<file path="config.mk">
export PLATFORM = sky130hd
export DESIGN_NAME = magia_l2_bank_sched_flat
export DESIGN_NICKNAME = d
export VERILOG_FILES = /design/src/rtl/magia_pkg.sv /design/src/rtl/magia_l2_bank_sched_if.sv /design/src/rtl/magia_l2_rr_arb.sv /design/src/rtl/magia_l2_bank_sched.sv /design/src/flat_wrapper.sv
export SDC_FILE = /design/constraint.sdc
export NUM_CORES = 1
export LEC_CHECK = 0
export CAP_MARGIN = 20
export CELL_PAD_IN_SITES_DETAIL_PLACEMENT = 1
export CELL_PAD_IN_SITES_GLOBAL_PLACEMENT = 1
export CORE_AREA = 2 2 203 205
export CTS_CLUSTER_DIAMETER = 50
export CTS_CLUSTER_SIZE = 28
export DETAILED_ROUTE_END_ITERATION = 10
export DIE_AREA = 0 0 205 207
export GPL_ROUTABILITY_DRIVEN = 0
export PLACE_DENSITY_LB_ADDON = 0.1
export SYNTH_ARGS = -nofsm -noshare
export SYNTH_HDL_FRONTEND = slang
export SYNTH_HIERARCHICAL = 1
export SYNTH_SLANG_ARGS = --single-unit
</file>
<file path="constraint.sdc">
create_clock -name clk_i -period 3.18 [get_ports clk_i]
set_input_delay 0.636 -clock clk_i [delete_from_list [all_inputs] [get_ports clk_i]]
set_output_delay 0.636 -clock clk_i [all_outputs]
set_load 0.1 [all_outputs]
</file>
<file path="src/rtl/magia_pkg.sv">
// Shared L2 bank definitions: widths and the bank request/response payloads.
package magia_pkg;

    localparam int unsigned L2AddrWidth = 32;
    localparam int unsigned L2DataWidth = 32;
    localparam int unsigned L2BeWidth   = L2DataWidth / 8;

    typedef struct packed {
        logic                   we;
        logic [L2AddrWidth-1:0] addr;
        logic [L2BeWidth-1:0]   be;
        logic [L2DataWidth-1:0] wdata;
    } l2_mem_req_t;

    typedef struct packed {
        logic [L2DataWidth-1:0] rdata;
    } l2_mem_rsp_t;

    // Index width that stays legal for a single requester.
    function automatic int unsigned idx_w(input int unsigned n);
        return (n > 1) ? $clog2(n) : 1;
    endfunction

endpackage

</file>
<file path="src/rtl/magia_l2_bank_sched_if.sv">
// Requester-side and bank-side signals of one L2 bank scheduler.
interface magia_l2_bank_sched_if #(
    parameter int unsigned NumIn     = 4,
    parameter int unsigned AddrWidth = magia_pkg::L2AddrWidth,
    parameter int unsigned DataWidth = magia_pkg::L2DataWidth
);
    localparam int unsigned BeWidth = DataWidth / 8;

    logic [NumIn-1:0]                in_req_i;
    logic [NumIn-1:0]                in_gnt_o;
    logic [NumIn-1:0]                in_we_i;
    logic [NumIn-1:0][AddrWidth-1:0] in_addr_i;
    logic [NumIn-1:0][BeWidth-1:0]   in_be_i;
    logic [NumIn-1:0][DataWidth-1:0] in_wdata_i;
    logic [NumIn-1:0]                in_rvalid_o;
    logic [NumIn-1:0][DataWidth-1:0] in_rdata_o;
    logic                            mem_req_o;
    logic                            mem_we_o;
    logic [AddrWidth-1:0]            mem_addr_o;
    logic [BeWidth-1:0]              mem_be_o;
    logic [DataWidth-1:0]            mem_wdata_o;
    logic [DataWidth-1:0]            mem_rdata_i;

    modport slave (
        input  in_req_i, in_we_i, in_addr_i, in_be_i, in_wdata_i, mem_rdata_i,
        output in_gnt_o, in_rvalid_o, in_rdata_o,
        output mem_req_o, mem_we_o, mem_addr_o, mem_be_o, mem_wdata_o
    );

    modport master (
        output in_req_i, in_we_i, in_addr_i, in_be_i, in_wdata_i, mem_rdata_i,
        input  in_gnt_o, in_rvalid_o, in_rdata_o,
        input  mem_req_o, mem_we_o, mem_addr_o, mem_be_o, mem_wdata_o
    );

endinterface

</file>
<file path="src/rtl/magia_l2_rr_arb.sv">
// Round-robin winner select with a starvation boost; owns rr_ptr and the wait counters.
module magia_l2_rr_arb import magia_pkg::*; #(
    parameter  int unsigned NumIn   = 4,
    parameter  int unsigned MaxWait = 8,
    localparam int unsigned IdxW    = idx_w(NumIn)
) (
    input  logic             clk_i,
    input  logic             rst_i,
    input  logic [NumIn-1:0] req_i,
    output logic [NumIn-1:0] gnt_o,
    output logic [IdxW-1:0]  idx_o,
    output logic             valid_o
);

    localparam int unsigned CntW = $clog2(MaxWait + 1);

    logic [IdxW-1:0]            rr_ptr;
    logic [NumIn-1:0][CntW-1:0] wait_cnt;
    logic [NumIn-1:0]           starved;

    always_comb begin
        for (int i = 0; i < NumIn; i++)
            starved[i] = req_i[i] && (wait_cnt[i] == CntW'(MaxWait));
    end

    // Descending scans so the last hit is the lowest index / nearest to rr_ptr.
    always_comb begin
        int j;
        j       = 0;
        valid_o = 1'b0;
        idx_o   = '0;
        for (int k = NumIn - 1; k >= 0; k--) begin
            if (starved[k]) begin
                valid_o = 1'b1;
                idx_o   = IdxW'(k);
            end
        end
        if (!valid_o) begin
            for (int k = NumIn - 1; k >= 0; k--) begin
                j = (int'(rr_ptr) + k) % int'(NumIn);
                if (req_i[j]) begin
                    valid_o = 1'b1;
                    idx_o   = IdxW'(j);
                end
            end
        end
        gnt_o = '0;
        if (valid_o) gnt_o[idx_o] = 1'b1;
    end

    always_ff @(posedge clk_i or posedge rst_i) begin
        if (rst_i) begin
            rr_ptr   <= '0;
            wait_cnt <= '0;
        end else begin
            if (valid_o)
                rr_ptr <= (idx_o == IdxW'(NumIn - 1)) ? '0 : idx_o + IdxW'(1);
            for (int i = 0; i < NumIn; i++) begin
                if (req_i[i] && !gnt_o[i]) begin
                    if (wait_cnt[i] != CntW'(MaxWait)) wait_cnt[i] <= wait_cnt[i] + CntW'(1);
                end else begin
                    wait_cnt[i] <= '0;
                end
            end
        end
    end

endmodule

</file>
<file path="src/rtl/magia_l2_bank_sched.sv">
// L2 bank scheduler: arbitrates NumIn requesters onto one SRAM port and routes
// fixed-latency responses back to the issuing requester.
module magia_l2_bank_sched import magia_pkg::*; #(
    parameter int unsigned NumIn      = 4,
    parameter int unsigned AddrWidth  = L2AddrWidth,
    parameter int unsigned DataWidth  = L2DataWidth,
    parameter int unsigned MemLatency = 1,
    parameter int unsigned MaxWait    = 8
) (
    input logic                  clk_i,
    input logic                  rst_i,
    magia_l2_bank_sched_if.slave bus
);

    localparam int unsigned IdxW = idx_w(NumIn);

    logic [NumIn-1:0] arb_gnt;
    logic [IdxW-1:0]  win_idx;
    logic             win_vld;
    logic             grant;
    l2_mem_req_t      win_req;
    l2_mem_rsp_t      rsp;

    logic [MemLatency-1:0]           vld_pipe;
    logic [MemLatency-1:0][IdxW-1:0] idx_pipe;

    magia_l2_rr_arb #(
        .NumIn   (NumIn),
        .MaxWait (MaxWait)
    ) u_arb (
        .clk_i   (clk_i),
        .rst_i   (rst_i),
        .req_i   (bus.in_req_i),
        .gnt_o   (arb_gnt),
        .idx_o   (win_idx),
        .valid_o (win_vld)
    );

    // Everything requester- and bank-facing is forced quiet while in reset.
    assign grant        = win_vld & ~rst_i;
    assign bus.in_gnt_o = rst_i ? '0 : arb_gnt;

    always_comb begin
        win_req = '0;
        if (grant) begin
            win_req.we    = bus.in_we_i[win_idx];
            win_req.addr  = bus.in_addr_i[win_idx];
            win_req.be    = bus.in_be_i[win_idx];
            win_req.wdata = bus.in_wdata_i[win_idx];
        end
    end

    assign bus.mem_req_o   = grant;
    assign bus.mem_we_o    = win_req.we;
    assign bus.mem_addr_o  = win_req.addr;
    assign bus.mem_be_o    = win_req.be;
    assign bus.mem_wdata_o = win_req.wdata;

    always_ff @(posedge clk_i or posedge rst_i) begin
        if (rst_i) begin
            vld_pipe <= '0;
            idx_pipe <= '0;
        end else begin
            vld_pipe[0] <= win_vld;
            idx_pipe[0] <= win_idx;
            for (int s = 1; s < MemLatency; s++) begin
                vld_pipe[s] <= vld_pipe[s-1];
                idx_pipe[s] <= idx_pipe[s-1];
            end
        end
    end

    always_comb begin
        bus.in_rvalid_o = '0;
        if (vld_pipe[MemLatency-1]) bus.in_rvalid_o[idx_pipe[MemLatency-1]] = 1'b1;
    end

    assign rsp.rdata = bus.mem_rdata_i;

    always_comb begin
        for (int i = 0; i < NumIn; i++)
            bus.in_rdata_o[i] = rst_i ? '0 : rsp.rdata;
    end

endmodule

</file>
<file path="src/flat_wrapper.sv">
// flat-port wrapper written by rule: the top's interface ports become plain ports
module magia_l2_bank_sched_flat import magia_pkg::*;
#(
    parameter int unsigned NumIn      = 4,
    parameter int unsigned AddrWidth  = L2AddrWidth,
    parameter int unsigned DataWidth  = L2DataWidth,
    parameter int unsigned MemLatency = 1,
    parameter int unsigned MaxWait    = 8
)
  (clk_i, rst_i, bus_in_req_i, bus_in_we_i, bus_in_addr_i, bus_in_be_i, bus_in_wdata_i, bus_mem_rdata_i, bus_in_gnt_o, bus_in_rvalid_o, bus_in_rdata_o, bus_mem_req_o, bus_mem_we_o, bus_mem_addr_o, bus_mem_be_o, bus_mem_wdata_o);
  magia_l2_bank_sched_if #(.NumIn(NumIn), .AddrWidth(AddrWidth), .DataWidth(DataWidth)) bus_i ();
  input logic clk_i;
  input logic rst_i;
  input wire logic [$bits(bus_i.in_req_i)-1:0] bus_in_req_i;
  input wire logic [$bits(bus_i.in_we_i)-1:0] bus_in_we_i;
  input wire logic [$bits(bus_i.in_addr_i)-1:0] bus_in_addr_i;
  input wire logic [$bits(bus_i.in_be_i)-1:0] bus_in_be_i;
  input wire logic [$bits(bus_i.in_wdata_i)-1:0] bus_in_wdata_i;
  input wire logic [$bits(bus_i.mem_rdata_i)-1:0] bus_mem_rdata_i;
  output wire logic [$bits(bus_i.in_gnt_o)-1:0] bus_in_gnt_o;
  output wire logic [$bits(bus_i.in_rvalid_o)-1:0] bus_in_rvalid_o;
  output wire logic [$bits(bus_i.in_rdata_o)-1:0] bus_in_rdata_o;
  output wire logic [$bits(bus_i.mem_req_o)-1:0] bus_mem_req_o;
  output wire logic [$bits(bus_i.mem_we_o)-1:0] bus_mem_we_o;
  output wire logic [$bits(bus_i.mem_addr_o)-1:0] bus_mem_addr_o;
  output wire logic [$bits(bus_i.mem_be_o)-1:0] bus_mem_be_o;
  output wire logic [$bits(bus_i.mem_wdata_o)-1:0] bus_mem_wdata_o;
  assign bus_i.in_req_i = bus_in_req_i;
  assign bus_i.in_we_i = bus_in_we_i;
  assign bus_i.in_addr_i = bus_in_addr_i;
  assign bus_i.in_be_i = bus_in_be_i;
  assign bus_i.in_wdata_i = bus_in_wdata_i;
  assign bus_i.mem_rdata_i = bus_mem_rdata_i;
  assign bus_in_gnt_o = bus_i.in_gnt_o;
  assign bus_in_rvalid_o = bus_i.in_rvalid_o;
  assign bus_in_rdata_o = bus_i.in_rdata_o;
  assign bus_mem_req_o = bus_i.mem_req_o;
  assign bus_mem_we_o = bus_i.mem_we_o;
  assign bus_mem_addr_o = bus_i.mem_addr_o;
  assign bus_mem_be_o = bus_i.mem_be_o;
  assign bus_mem_wdata_o = bus_i.mem_wdata_o;
  magia_l2_bank_sched #(.NumIn(NumIn), .AddrWidth(AddrWidth), .DataWidth(DataWidth), .MemLatency(MemLatency), .MaxWait(MaxWait)) u_core (.clk_i(clk_i), .rst_i(rst_i), .bus(bus_i));
endmodule
</file>
==> flow_summary_export.csv <==
group,metric,value,unit
cts,cts-buffers-inserted,3,
final_layout,fillers,4256,
critical_path,rr_worst_depth,13,
power,p_leak,5.68,nW
sta,worst_slack,-0.152,ns
sta,slew-limit-headroom,47.4,%
yosys,synth_area,4460,µm²
grt,grt_pass1_wl,47300,µm
run,maxCapViolations,0,
yosys,syn_inst,525,
die,die_area,42400,µm²
die,die_w,205,µm
sta,fin_tns_setup,-7.89,ns
grt,overflow,0,
die,io_pins,520,
sta,slew_viol_final,0,
sta,rsz0062_at_grt,"yes",
critical_path,crit_start,"bus_in_req_i[1]",
sta,fin_crit,3.33,ns
critical_path,regToRegEndpoint,"u_core/u_arb/wait_cnt[5]",
critical_path,start_kind,"input pin",
cts,cts.sinks,21,
hold_path,hold_path.startpoint,"u_core/u_arb/rr_ptr[0]",
power,total_power,12.6,mW
yosys,ys_ff_latch,21,
die,start_util,11.0,%
sta,final-hold-violation-count,0,
critical_path,cp_slowest_cell,"or3b_4",
route,drc,0,
route,wl,33000,µm
die,die_y,207,µm
final_layout,syn_to_final_growth,238,%
sta,period_share,105,%
critical_path,crit_required,2.54,ns
critical_path,worst-path-buf-inv,6,
sta,worst_pin_slew,0.787,ns
die,core_area,40400,µm²
placed_design,pre_cts_ws,-0.687,ns
critical_path,cp.arrival,2.70,ns
outcome,violations,"negative setup slack",
power,ir_drop,307,µV
final_layout,mostFrequentLayoutCells,"308 x clkdlybuf4s50_1, 197 x buf_12, 126 x buf_4",
sta,max_freq,300,MHz
critical_path,r2r_setup_slack,0.96,ns
yosys,yosys_warnings,6,
final_layout,multi_input_area,5030,µm²
critical_path,cp_max_fo,6,
route,ant_nets,0,
final_layout,layout-drive-gt1-share,55.1,%
route,firstDrtPassIters,4,
cts,root_buffer,"clkbuf_16",
sta,finalClockSkew,0.00460,ns
outcome,status,"complete, but fails checks",
yosys,synth.net_count,851,
critical_path,cpMostUsedCell,"buf_12",
grt,grt_max_degree,25,
yosys,synth_cell_types,45,
critical_path,crit_family,"buffers and inverters",
placed_design,portBuffers,519,
route,avgRoutedWirePerCell,20.7,µm
yosys,ys_seq_area_share,11.8,%
yosys,synthArstFlopShare,100,%
cts,cts_htree_levels,1,
die,rows,74,
critical_path,cp_cell_sequence,"buf_8, buf_6, or3b_4, o221ai_4, a31oi_4, or3b_4, buf_12, buf_12, buf_16, o22ai_4, buf_12",
final_layout,seq_area,528,µm²
hold_path,hold_path.class,"reg -> reg",
route,drt_iter0_drc,117,
cts,clk_pin_slew,0.06,ns
hold_path,hold_end,"u_core/u_arb/rr_ptr[0]",
grt,grt_pass1_vias,6628,
cts,cts_tree,"yes",
yosys,synth_ff_type,"dfrtp_1",
route,num_vias,6139,
critical_path,endpoint_kind,"output pin",
grt,track_usage,14.9,%
yosys,synth_edf_count,0,
sta,setup_violations,71,
route,avgViaCountPerCell,3.85,
power,power-per-cell-area,837,nW/µm²
hold_path,hold_depth,1,
grt,antenna_found_initial,4,
placed_design,place_hpwl,27500,µm
cts,ctsHoldBuffers,0,
critical_path,reg2reg_from,"u_core/u_arb/wait_cnt[8]",
critical_path,max_stage_delay,0.45,ns
final_layout,final_common_cell,"clkdlybuf4s50_1",
cts,clock_path_buffers,2,
yosys,syn_avg_cell_area,8.49,µm²
cts,insertion_delay,0.25,ns
final_layout,final_nets,1390,
critical_path,path_class,"in -> out",
-- synth_stat cells (2+ instances only) --
master    count  share of area, %
a211oi_1      7               1.2
a21oi_1      12               1.3
and2_1        5              0.70
and3_1        2              0.28
buf_1         2              0.17
buf_2        16               1.8
buf_4       100                17
buf_6         3              0.76
clkbuf_1     17               1.4
dfrtp_1      21                12
ha_1         12               3.4
inv_1        14               1.2
mux2_2        4               1.0
mux2i_1     142                32
nand2_1      10              0.84
nand3_1       8              0.90
nand3b_1      5              0.84
nand4b_1      4              0.79
nor2_1        2              0.17
nor2b_1      37               5.2
nor3b_1       2              0.34
o22ai_1      59               8.3
o22ai_2      10               2.8
xnor2_1       6               1.2
xor2_1        5              0.98
-- through the flow --
step / cell area [µm²] / util [%] / hold slack [ns] / cells
after floorplan: 5680 / - / 0.548 / 525
after global placement: 13100 / 32.4 / 0.581 / 1540
after detailed placement: 13100 / 32.4 / 0.589 / 1540
after CTS: 14600 / 36.1 / 0.603 / 1582
after global routing: 15100 / 37.3 / 0.583 / 1595
final: 15100 / 37.3 / 0.568 / 1596
-- registers in the layout, indices dropped and copies added, names as in the netlist --
register / count
u_core/u_arb/wait_cnt: 16
u_core/idx_pipe: 2
u_core/u_arb/rr_ptr: 2
u_core/vld_pipe: 1
-- report_power, final --
part / switching, mW / internal (mW)
Clock: 0.0969 / 0.171
Combinational: 6.54 / 5.40
Sequential: 0.0714 / 0.339
-- final cells by class --
type	instances	share of cell area, %
diodes	1	0.0166
inverters	14	0.349
repair buffers	672	57.8
multi-input cells	352	33.4
flip-flops and latches	21	3.50
clock buffers	4	0.523
well taps	532	4.42
-- kinds of logic (layout without fill, tap and decap cells) --
logic type               after synthesis  in the layout  synth area share [%]
AO/OA/AOI/OAI                         98             98                  15.5
XOR/XNOR                              11             11                  2.16
adder cells (fa/ha/maj)               12             12                  3.37
buffers and inverters                152            690                  22.2
flip-flops                            21             21                  11.8
multiplexers                         147            147                  33.4
other                                  0              1                     0
AND/OR/NAND/NOR                       84             84                  11.6
-- routing by layer --
metal,part of all wire (%),wire length (µm),vias to the layer above,global-route usage (%)
li1,-,-,2913,-
met1,38,12500,2917,17.2
met2,52,17200,286,27.6
met3,9.2,3030,17,4.69
met4,0.77,253,6,1.29
met5,0.12,38,-,0
-- how the worst max path moves through the flow --
| stage | cells after the start | to |
|---|---|---|
| after global placement | 12 | bus_mem_we_o |
| after global routing | 13 | bus_mem_addr_o[26] |
| after floorplan | 4 | bus_in_rdata_o[100] |
| after detailed placement | 12 | bus_mem_we_o |
| final | 11 | bus_mem_wdata_o[24] |
| after CTS | 11 | bus_mem_wdata_o[27] |
-- what timing repair did --
action,4_1_cts,5_1_grt
buffers inserted,31,16
resized for setup,207,70
pin swaps,55,31
endpoints found under the setup margin,74,73
gates cloned,11,1
Note: power is estimated with default switching activity, not from simulation.
